<file path="src/rtl/wb_port_sched.sv">
// wb_port_sched: writeback port scheduler for a single register-file write port.
// Three sources compete for the port: the ALU (no buffering, highest priority),
// load returns (mem) and mul/div results (md). Mem and md each own a
// one-entry hold buffer. A starvation counter forces a slow grant after
// STARVE_LIMIT consecutive ALU wins while a slow entry waits.
//
// Ports:
//   clk, rst                       clock, synchronous active-high reset
//   alu_valid/alu_rd/alu_data      ALU writeback request (upstream holds on alu_stall)
//   alu_stall                      ALU request not consumed this cycle
//   mem_valid/mem_rd/mem_data      load-return request, accepted when mem_ready
//   mem_ready                      mem hold entry is empty
//   md_valid/md_rd/md_data         mul/div result request, accepted when md_ready
//   md_ready                       md hold entry is empty
//   wb_en/wb_rd/wb_data/wb_src     registered write port (src: 00 ALU, 01 mem, 10 md)
module wb_port_sched #(
  parameter int STARVE_LIMIT = 4
) (
  input  logic        clk,
  input  logic        rst,
  input  logic        alu_valid,
  input  logic [4:0]  alu_rd,
  input  logic [31:0] alu_data,
  output logic        alu_stall,
  input  logic        mem_valid,
  input  logic [4:0]  mem_rd,
  input  logic [31:0] mem_data,
  output logic        mem_ready,
  input  logic        md_valid,
  input  logic [4:0]  md_rd,
  input  logic [31:0] md_data,
  output logic        md_ready,
  output logic        wb_en,
  output logic [4:0]  wb_rd,
  output logic [31:0] wb_data,
  output logic [1:0]  wb_src
);

  localparam int CW = $clog2(STARVE_LIMIT + 1);
  localparam logic [CW-1:0] LIMIT = CW'(STARVE_LIMIT);

  localparam logic [1:0] SRC_ALU = 2'b00;
  localparam logic [1:0] SRC_MEM = 2'b01;
  localparam logic [1:0] SRC_MD  = 2'b10;

  logic          r_mem_hv, r_md_hv;
  logic [4:0]    r_mem_rd, r_md_rd;
  logic [31:0]   r_mem_data, r_md_data;
  logic          r_rr_md;        // 1: md wins the next mem/md contention
  logic [CW-1:0] r_starve_cnt;
  logic          r_wb_en;
  logic [4:0]    r_wb_rd;
  logic [31:0]   r_wb_data;
  logic [1:0]    r_wb_src;

  logic w_any_hold, w_stall;
  logic w_grant_alu, w_grant_mem, w_grant_md;
  logic w_squash_mem, w_squash_md;
  logic w_load_mem, w_load_md;

  always_comb begin
    w_any_hold  = r_mem_hv | r_md_hv;
    w_stall     = (r_starve_cnt == LIMIT) && w_any_hold;
    w_grant_alu = alu_valid && !w_stall;
    w_grant_mem = 1'b0;
    w_grant_md  = 1'b0;
    if (!w_grant_alu) begin
      if (r_mem_hv && r_md_hv) begin
        w_grant_md  = r_rr_md;
        w_grant_mem = !r_rr_md;
      end else begin
        w_grant_mem = r_mem_hv;
        w_grant_md  = r_md_hv;
      end
    end
    // A held result is older than the ALU result to the same register, so it
    // would be overwritten anyway; drop it instead of spending a port cycle.
    w_squash_mem = w_grant_alu && r_mem_hv && (r_mem_rd == alu_rd) && (alu_rd != 5'd0);
    w_squash_md  = w_grant_alu && r_md_hv  && (r_md_rd  == alu_rd) && (alu_rd != 5'd0);
    // Incoming requests are consumed whenever ready, but not stored if they
    // collide with the register the ALU is writing this very cycle.
    w_load_mem = mem_valid && !r_mem_hv && !(w_grant_alu && (mem_rd == alu_rd));
    w_load_md  = md_valid  && !r_md_hv  && !(w_grant_alu && (md_rd  == alu_rd));
  end

  always_ff @(posedge clk) begin
    if (rst) begin
      r_mem_hv     <= 1'b0;
      r_md_hv      <= 1'b0;
      r_mem_rd     <= 5'd0;
      r_md_rd      <= 5'd0;
      r_mem_data   <= 32'd0;
      r_md_data    <= 32'd0;
      r_rr_md      <= 1'b0;
      r_starve_cnt <= '0;
      r_wb_en      <= 1'b0;
      r_wb_rd      <= 5'd0;
      r_wb_data    <= 32'd0;
      r_wb_src     <= SRC_ALU;
    end else begin
      if (w_grant_alu) begin
        r_wb_en   <= (alu_rd != 5'd0);
        r_wb_rd   <= alu_rd;
        r_wb_data <= alu_data;
        r_wb_src  <= SRC_ALU;
      end else if (w_grant_mem) begin
        r_wb_en   <= (r_mem_rd != 5'd0);
        r_wb_rd   <= r_mem_rd;
        r_wb_data <= r_mem_data;
        r_wb_src  <= SRC_MEM;
      end else if (w_grant_md) begin
        r_wb_en   <= (r_md_rd != 5'd0);
        r_wb_rd   <= r_md_rd;
        r_wb_data <= r_md_data;
        r_wb_src  <= SRC_MD;
      end else begin
        r_wb_en   <= 1'b0;
      end

      // Load only happens when the entry is empty, so it never overlaps a free.
      if (w_grant_mem || w_squash_mem) begin
        r_mem_hv <= 1'b0;
      end else if (w_load_mem) begin
        r_mem_hv   <= 1'b1;
        r_mem_rd   <= mem_rd;
        r_mem_data <= mem_data;
      end

      if (w_grant_md || w_squash_md) begin
        r_md_hv <= 1'b0;
      end else if (w_load_md) begin
        r_md_hv   <= 1'b1;
        r_md_rd   <= md_rd;
        r_md_data <= md_data;
      end

      // Pointer only moves on contended slow grants, so an uncontended
      // grant does not disturb whose turn it is next.
      if (w_grant_mem && r_md_hv) begin
        r_rr_md <= 1'b1;
      end else if (w_grant_md && r_mem_hv) begin
        r_rr_md <= 1'b0;
      end

      if (!w_any_hold || w_grant_mem || w_grant_md) begin
        r_starve_cnt <= '0;
      end else if (w_grant_alu && (r_starve_cnt != LIMIT)) begin
        r_starve_cnt <= r_starve_cnt + 1'b1;
      end
    end
  end

  assign alu_stall = w_stall;
  assign mem_ready = !r_mem_hv;
  assign md_ready  = !r_md_hv;
  assign wb_en     = r_wb_en;
  assign wb_rd     = r_wb_rd;
  assign wb_data   = r_wb_data;
  assign wb_src    = r_wb_src;

endmodule

</file>
<file path="config.mk">
export PLATFORM = sky130hd
export DESIGN_NAME = wb_port_sched
export DESIGN_NICKNAME = d
export VERILOG_FILES = /design/src/rtl/wb_port_sched.sv
export SDC_FILE = /design/constraint.sdc
export NUM_CORES = 1
export LEC_CHECK = 0
export ABC_CLOCK_PERIOD_IN_PS = 1900
export CORE_MARGIN = 3
export CORE_UTILIZATION = 38
export DETAILED_ROUTE_END_ITERATION = 6
export GPL_TIMING_DRIVEN = 0
export PLACE_DENSITY = 0.74
export SYNTH_ARGS = -nofsm -noshare
export SYNTH_HDL_FRONTEND = slang
export SYNTH_SLANG_ARGS = --single-unit
export TNS_END_PERCENT = 30
</file>
<file path="constraint.sdc">
create_clock -name clk -period 1.9 [get_ports clk]
set_input_delay 0.475 -clock clk [delete_from_list [all_inputs] [get_ports clk]]
set_output_delay 0.475 -clock clk [all_outputs]
set_load 0.05 [all_outputs]
</file>
== After elaboration in Yosys (flattened, before gate mapping) ==
Cells that the tools add are included.

* Mux-type cells: 17
* Reduce and logical (&&, ||, !) cells: 42
* Bitwise gates (word level): 3
* Equality and inequality tests: 6
* $add $sub $neg: 1

{| class="wikitable"
|+ Operators with widths
! cell !! count
|-
| 2-to-1 mux 32 bit || 3
|-
| equality test 5 bit || 4
|-
| logical AND 1 bit || 18
|-
| 2-to-1 mux 5 bit || 3
|-
| nonzero test 5 bit || 3
|-
| 2-to-1 mux 1 bit || 11
|-
| OR reduction 2 bit || 4
|-
| zero test 1 bit || 7
|-
| logical OR 1 bit || 4
|-
| AND reduction 2 bit || 2
|-
| nonzero test 2 bit || 2
|-
| adder 3 x 1 -> 3 bit (second input constant) || 1
|-
| equality test 3 bit (second input constant) || 1
|-
| != test 3 bit (second input constant) || 1
|-
| nonzero test 3 bit || 1
|-
| OR reduction 3 bit || 1
|-
| NOT 1 bit || 2
|-
| bitwise OR 1 bit || 1
|}

* Word-level logic and storage cells: 82
* Register bits: 120
* Bits of input ports: 116

== Longest topological paths before layout ==
* Depth in word-level cells: 10
* Depth in mapped cells: 9
* Depth with buffers taken out: 6

== Least setup slack after synthesis ==
Ideal clock, no wire load.

* Path type: in2reg
* Start point: input alu_rd[3]
* End point: register r_md_data[10]
* Cell stages on the path: 7
* Arrival: 1688 ps
* Buffers on the path: 3
* Path slack: 140 ps
* Required time: 1828 ps
* Path through: buf_2 > xor2_1 > nor3_2 > a311oi_4 > buf_6 > buf_12 > mux2i_1

* Cells in the longest elaborated chain, start to end: 6
* Elaborated cells on any way between the ends: 11

{| class="wikitable"
|+ Ends and longest elaborated chain
! item !! line !! source
|-
| start: declaration || 22 || <nowiki>input logic [4:0] alu_rd,</nowiki>
|-
| equality test 5 bit || 79 || <nowiki>w_squash_md = w_grant_alu && r_md_hv && (r_md_rd == alu_rd) && (alu_rd != 5'd0);</nowiki>
|-
| logical AND 1 bit (2 in a row) || 79 ||
|-
| logical OR 1 bit || 129 || <nowiki>if (w_grant_md || w_squash_md) begin</nowiki>
|-
| NOT 1 bit (no line) || n/a ||
|-
| AND reduction 2 bit (no line) * || n/a ||
|-
| end signal: assignment || 134 || <nowiki>r_md_data <= md_data;</nowiki>
|-
| end: declaration || 48 || <nowiki>logic [31:0] r_mem_data, r_md_data;</nowiki>
|}

Every way passes the cells marked *; elsewhere a longest branch is shown, timed or not.
A chain may end at the register's enable or synchronous reset.

== Worst setup path after layout ==
* Start point: register r_mem_hv
* End point: output mem_ready

* Cells in the longest elaborated chain, start to end: 1

{| class="wikitable"
|+ Ends and longest elaborated chain
! item !! line !! source
|-
| start: declaration || 46 || <nowiki>logic r_mem_hv, r_md_hv;</nowiki>
|-
| start signal: assignment || 88 || <nowiki>r_mem_hv <= 1'b0;</nowiki>
|-
| start signal: assignment || 122 || <nowiki>r_mem_hv <= 1'b0;</nowiki>
|-
| start signal: assignment || 124 || <nowiki>r_mem_hv <= 1'b1;</nowiki>
|-
| zero test 1 bit || 154 || <nowiki>assign mem_ready = !r_mem_hv;</nowiki>
|-
| end: declaration || 28 || <nowiki>output logic mem_ready,</nowiki>
|}

No other way between the ends.

==> flow_summary.ini <==
[synthesis]
synth_mux_area_share_pct = 12.1
synth_xor_area_share_pct = 3.15
synthTopCellsByArea = dfxtp_1 39%, nand2b_1 15%, mux2i_1 12%
synth_top_area_cell = dfxtp_1
synth.distinct_cells = 37
synth_area_per_cell_um2 = 9.26
synth_fp_nets = 778
synthesis.area_um2 = 6110
yosysWarningCount = 0
yosysSeqAreaShare_pct = 39.3
synth_top_family_by_area = simple AND/OR/NAND/NOR gates
synth_edf_count = 0
synth-compound-area-share_pct = 12.3
async_flop_share_pct = 0
synthAdderAreaFrac_pct = 0.409
syn_inst = 660
netlist.area_leader.share_pct = 39.3
synth_flop_cell = dfxtp_1
synth-simple-area-share_pct = 26.1
synth-seq-cells = 120

[clock_network]
cts_tree = yes
clock_path_buffers = 2
cts_inserted_buffers = 17
cts_root_buf = clkbuf_16
holdBufCountCts = 0
clock-sinks = 120
clk_pin_slew_ns = 0.06
insertion_delay_ns = 0.42
htreeDepth = 4

[power]
power.total_mw = 7.66
p_leak_nw = 3.46
powerDensity_nw_per_um2 = 896
pwr-share-comb_pct = 19.8
p_switching_mw = 2.11
swShare_pct = 27.5
clock_power_share_pct = 43.4
internal-power_mw = 5.56
ir_drop_mv = 0.699
pwr-share-seq_pct = 36.8

[timing]
fin_ws_ns = 0.0472
drv_slew = 0
skew_ns = 0.00533
fin_crit_sh_pct = 97.5
finalSetupViolations = 0
final_hold_viol_count = 0
worstMarginPinSlew_ns = 0.554
min_period_ns = 1.85
rsz0062_at_grt = true
slew_headroom_pct = 63.1
fmax_mhz = 540
fin_tns_setup_ns = 0

[routing]
vias = 5122
drt-initial-drc-count = 215
wl_um = 17000
viasPerCell = 4.82
route.detailed.drc = 0
ant_nets = 0
drtPass1Iterations = 5
wire_per_inst_um = 16.0

[cells_and_area]
diodes = 0
n_fill_cell = 1402
syn_to_final_growth_pct = 39.9
drive_gt1_share_pct = 10.3
final_area_um2 = 8550
final_nets = 956

[place]
gp_congestion = 0.822
placed_area_um2 = 7910
dpl.hpwl_um = 12500
dp_slack_ns = -0.573
port_buffers = 153

[worst_setup_path]
end_kind = output port
worstPathCellList = buf_6 -> inv_1 -> clkdlybuf4s18_2
critPathKind = register to output port
r2r_end = r_md_data[15]$_SDFFE_PP0P_
cp_max_fo = 10
r2r_start = r_starve_cnt[0]$_SDFFE_PP0P_
arrival_ns = 1.38
path_buf_inv = 3
slowest_stage = clkdlybuf4s18_2
worst_r2r_path_depth = 9
max_stage_delay_ns = 0.39
start_kind = register
required_ns = 1.42
cpLargestDelayFamily = buffers and inverters
worst-r2r-setup-slack_ns = 0.10

[die]
initial_core_util_pct = 39.5
coreArea_um2 = 15500
die_area_um2 = 17600
io_pins = 159
die_y_um = 133
chipWidth_um = 133
rows = 45

[hold_path]
min_from = wb_data[10]$_SDFFE_PP0P_
min_to = wb_data[10]$_SDFFE_PP0P_
hold_class = register to register
hold_depth = 2

[grt]
gr-usage-all-layers_pct = 19.4
grt_max_degree = 20
first_global_vias = 5200
antenna_found_initial = 0
overflow = 0
grt_pass1_wl_um = 27300

[status]
outcome = completed

[flow_run]
max_cap_violations = 0
## kinds of logic (layout without fill, tap and decap cells)
family                     Yosys count  count (layout)
AOI/OAI and AO/OA                   93              93
xor gates and xnor gates            22              22
adders and majority gates            2               2
buffers and inverters               64             255
DFF                                120             120
muxes                               74              74
and+or+nand+nor                    285             285
## routing by layer
metal,vias to the layer above,routed length (um),GRT usage [%]
met2,146,7770,30.9
li1,2591,-,-
met3,14,1080,5.97
met4,0,203,5.08
met1,2371,7890,25.6
met5,-,0,0
## Yosys cell counts, types with 2 or more instances
cell type / n
a21oi_1: 2
ha_1: 2
inv_1: 8
nor3_2: 2
a211oi_1: 40
buf_6: 6
nand3_1: 3
or4_1: 3
nand2_1: 39
nor2b_1: 37
nor3_1: 2
a311oi_4: 2
o21ai_0: 3
xor2_1: 18
mux2i_1: 74
a31oi_1: 3
clkbuf_1: 31
buf_2: 10
nor2_1: 44
buf_4: 2
o31ai_1: 37
xnor2_1: 4
nor4_1: 2
nand2b_1: 149
buf_12: 6
dfxtp_1: 120
## sequential cells by signal, indices dropped and copies added (netlist names)
name and flops:
r_md_data 32, r_md_hv 1, r_md_rd 5, r_mem_data 32, r_mem_hv 1, r_mem_rd 5
r_rr_md 1, r_starve_cnt 3, wb_data 32, wb_en 1, wb_rd 5, wb_src 2
## worst min-delay path, stage by stage, from the launching register on
cell and delay, ns:
dfxtp_1 0.32, nand2_1 0.05, o31ai_1 0.05
## layout make-up
| type | count | area (um2) | share of cell area [%] |
|---|---|---|---|
| tap | 211 | 264 | 3.09 |
| multi-input combinational | 476 | 3320 | 38.8 |
| timing repair buffer | 160 | 1540 | 17.9 |
| buffer | 55 | 384 | 4.49 |
| clock buffer | 21 | 470 | 5.50 |
| clock inverter | 11 | 146 | 1.71 |
| sequential | 120 | 2400 | 28.1 |
| inverter | 8 | 30.0 | 0.351 |
## cell usage in the layout, fill, tap and decap left out, types with 4 or more instances in the layout
cell             netlist  final
clkbuf_16              0     17
buf_6                  6      6
nor2b_1               37     37
nand2_1               39     39
buf_4                  2      8
nor2_1                44     44
o31ai_1               37     37
xnor2_1                4      4
mux2i_1               74     74
inv_1                  8      6
xor2_1                18     18
clkbuf_1              31     22
clkbuf_2               1      9
clkdlybuf4s50_1        0    109
a211oi_1              40     40
nand2b_1             149    149
dlygate4sd2_1          0     41
clkinvlp_4             0      5
buf_2                 10     12
dfxtp_1              120    120
buf_12                 6      7
## stage by stage
stage / hold slack, ns / utilization [%] / cells
floorplan: 0.417 / - / 660
detailed placement: 0.440 / 51.1 / 1024
global placement: 0.428 / 51.1 / 1024
global route: 0.476 / 55.2 / 1062
CTS: 0.444 / 55.0 / 1058
finish: 0.444 / 55.2 / 1062
## what timing repair did
item / in CTS / in global routing
pin swaps: 2 / 0
cloned: 0 / 0
endpoints found under the setup margin: 133 / 66
setup buffers: 3 / 4
resized for setup: 62 / 11
## how the worst max path moves through the flow
stage,from,cells after the start,end
finish,r_mem_hv$_SDFFE_PP0P_,3,mem_ready
global route,r_starve_cnt[0]$_SDFFE_PP0P_,5,alu_stall
CTS,r_starve_cnt[0]$_SDFFE_PP0P_,5,alu_stall
detailed placement,alu_valid,5,wb_data[15]$_SDFFE_PP0P_
global placement,alu_valid,5,wb_data[17]$_SDFFE_PP0P_
floorplan,alu_rd[3],7,r_md_data[10]$_SDFFE_PP0P_
## power by group through the flow
stage               logic, mW  registers (mW)  clock network (mW)
global route             1.62            2.84                3.50
floorplan               0.709            3.11                   0
global placement         1.54            2.87                   0
detailed placement       1.55            2.87                   0
CTS                      1.51            2.82                3.37
finish                   1.52            2.82                3.33
(Power assumes the default switching activity.)
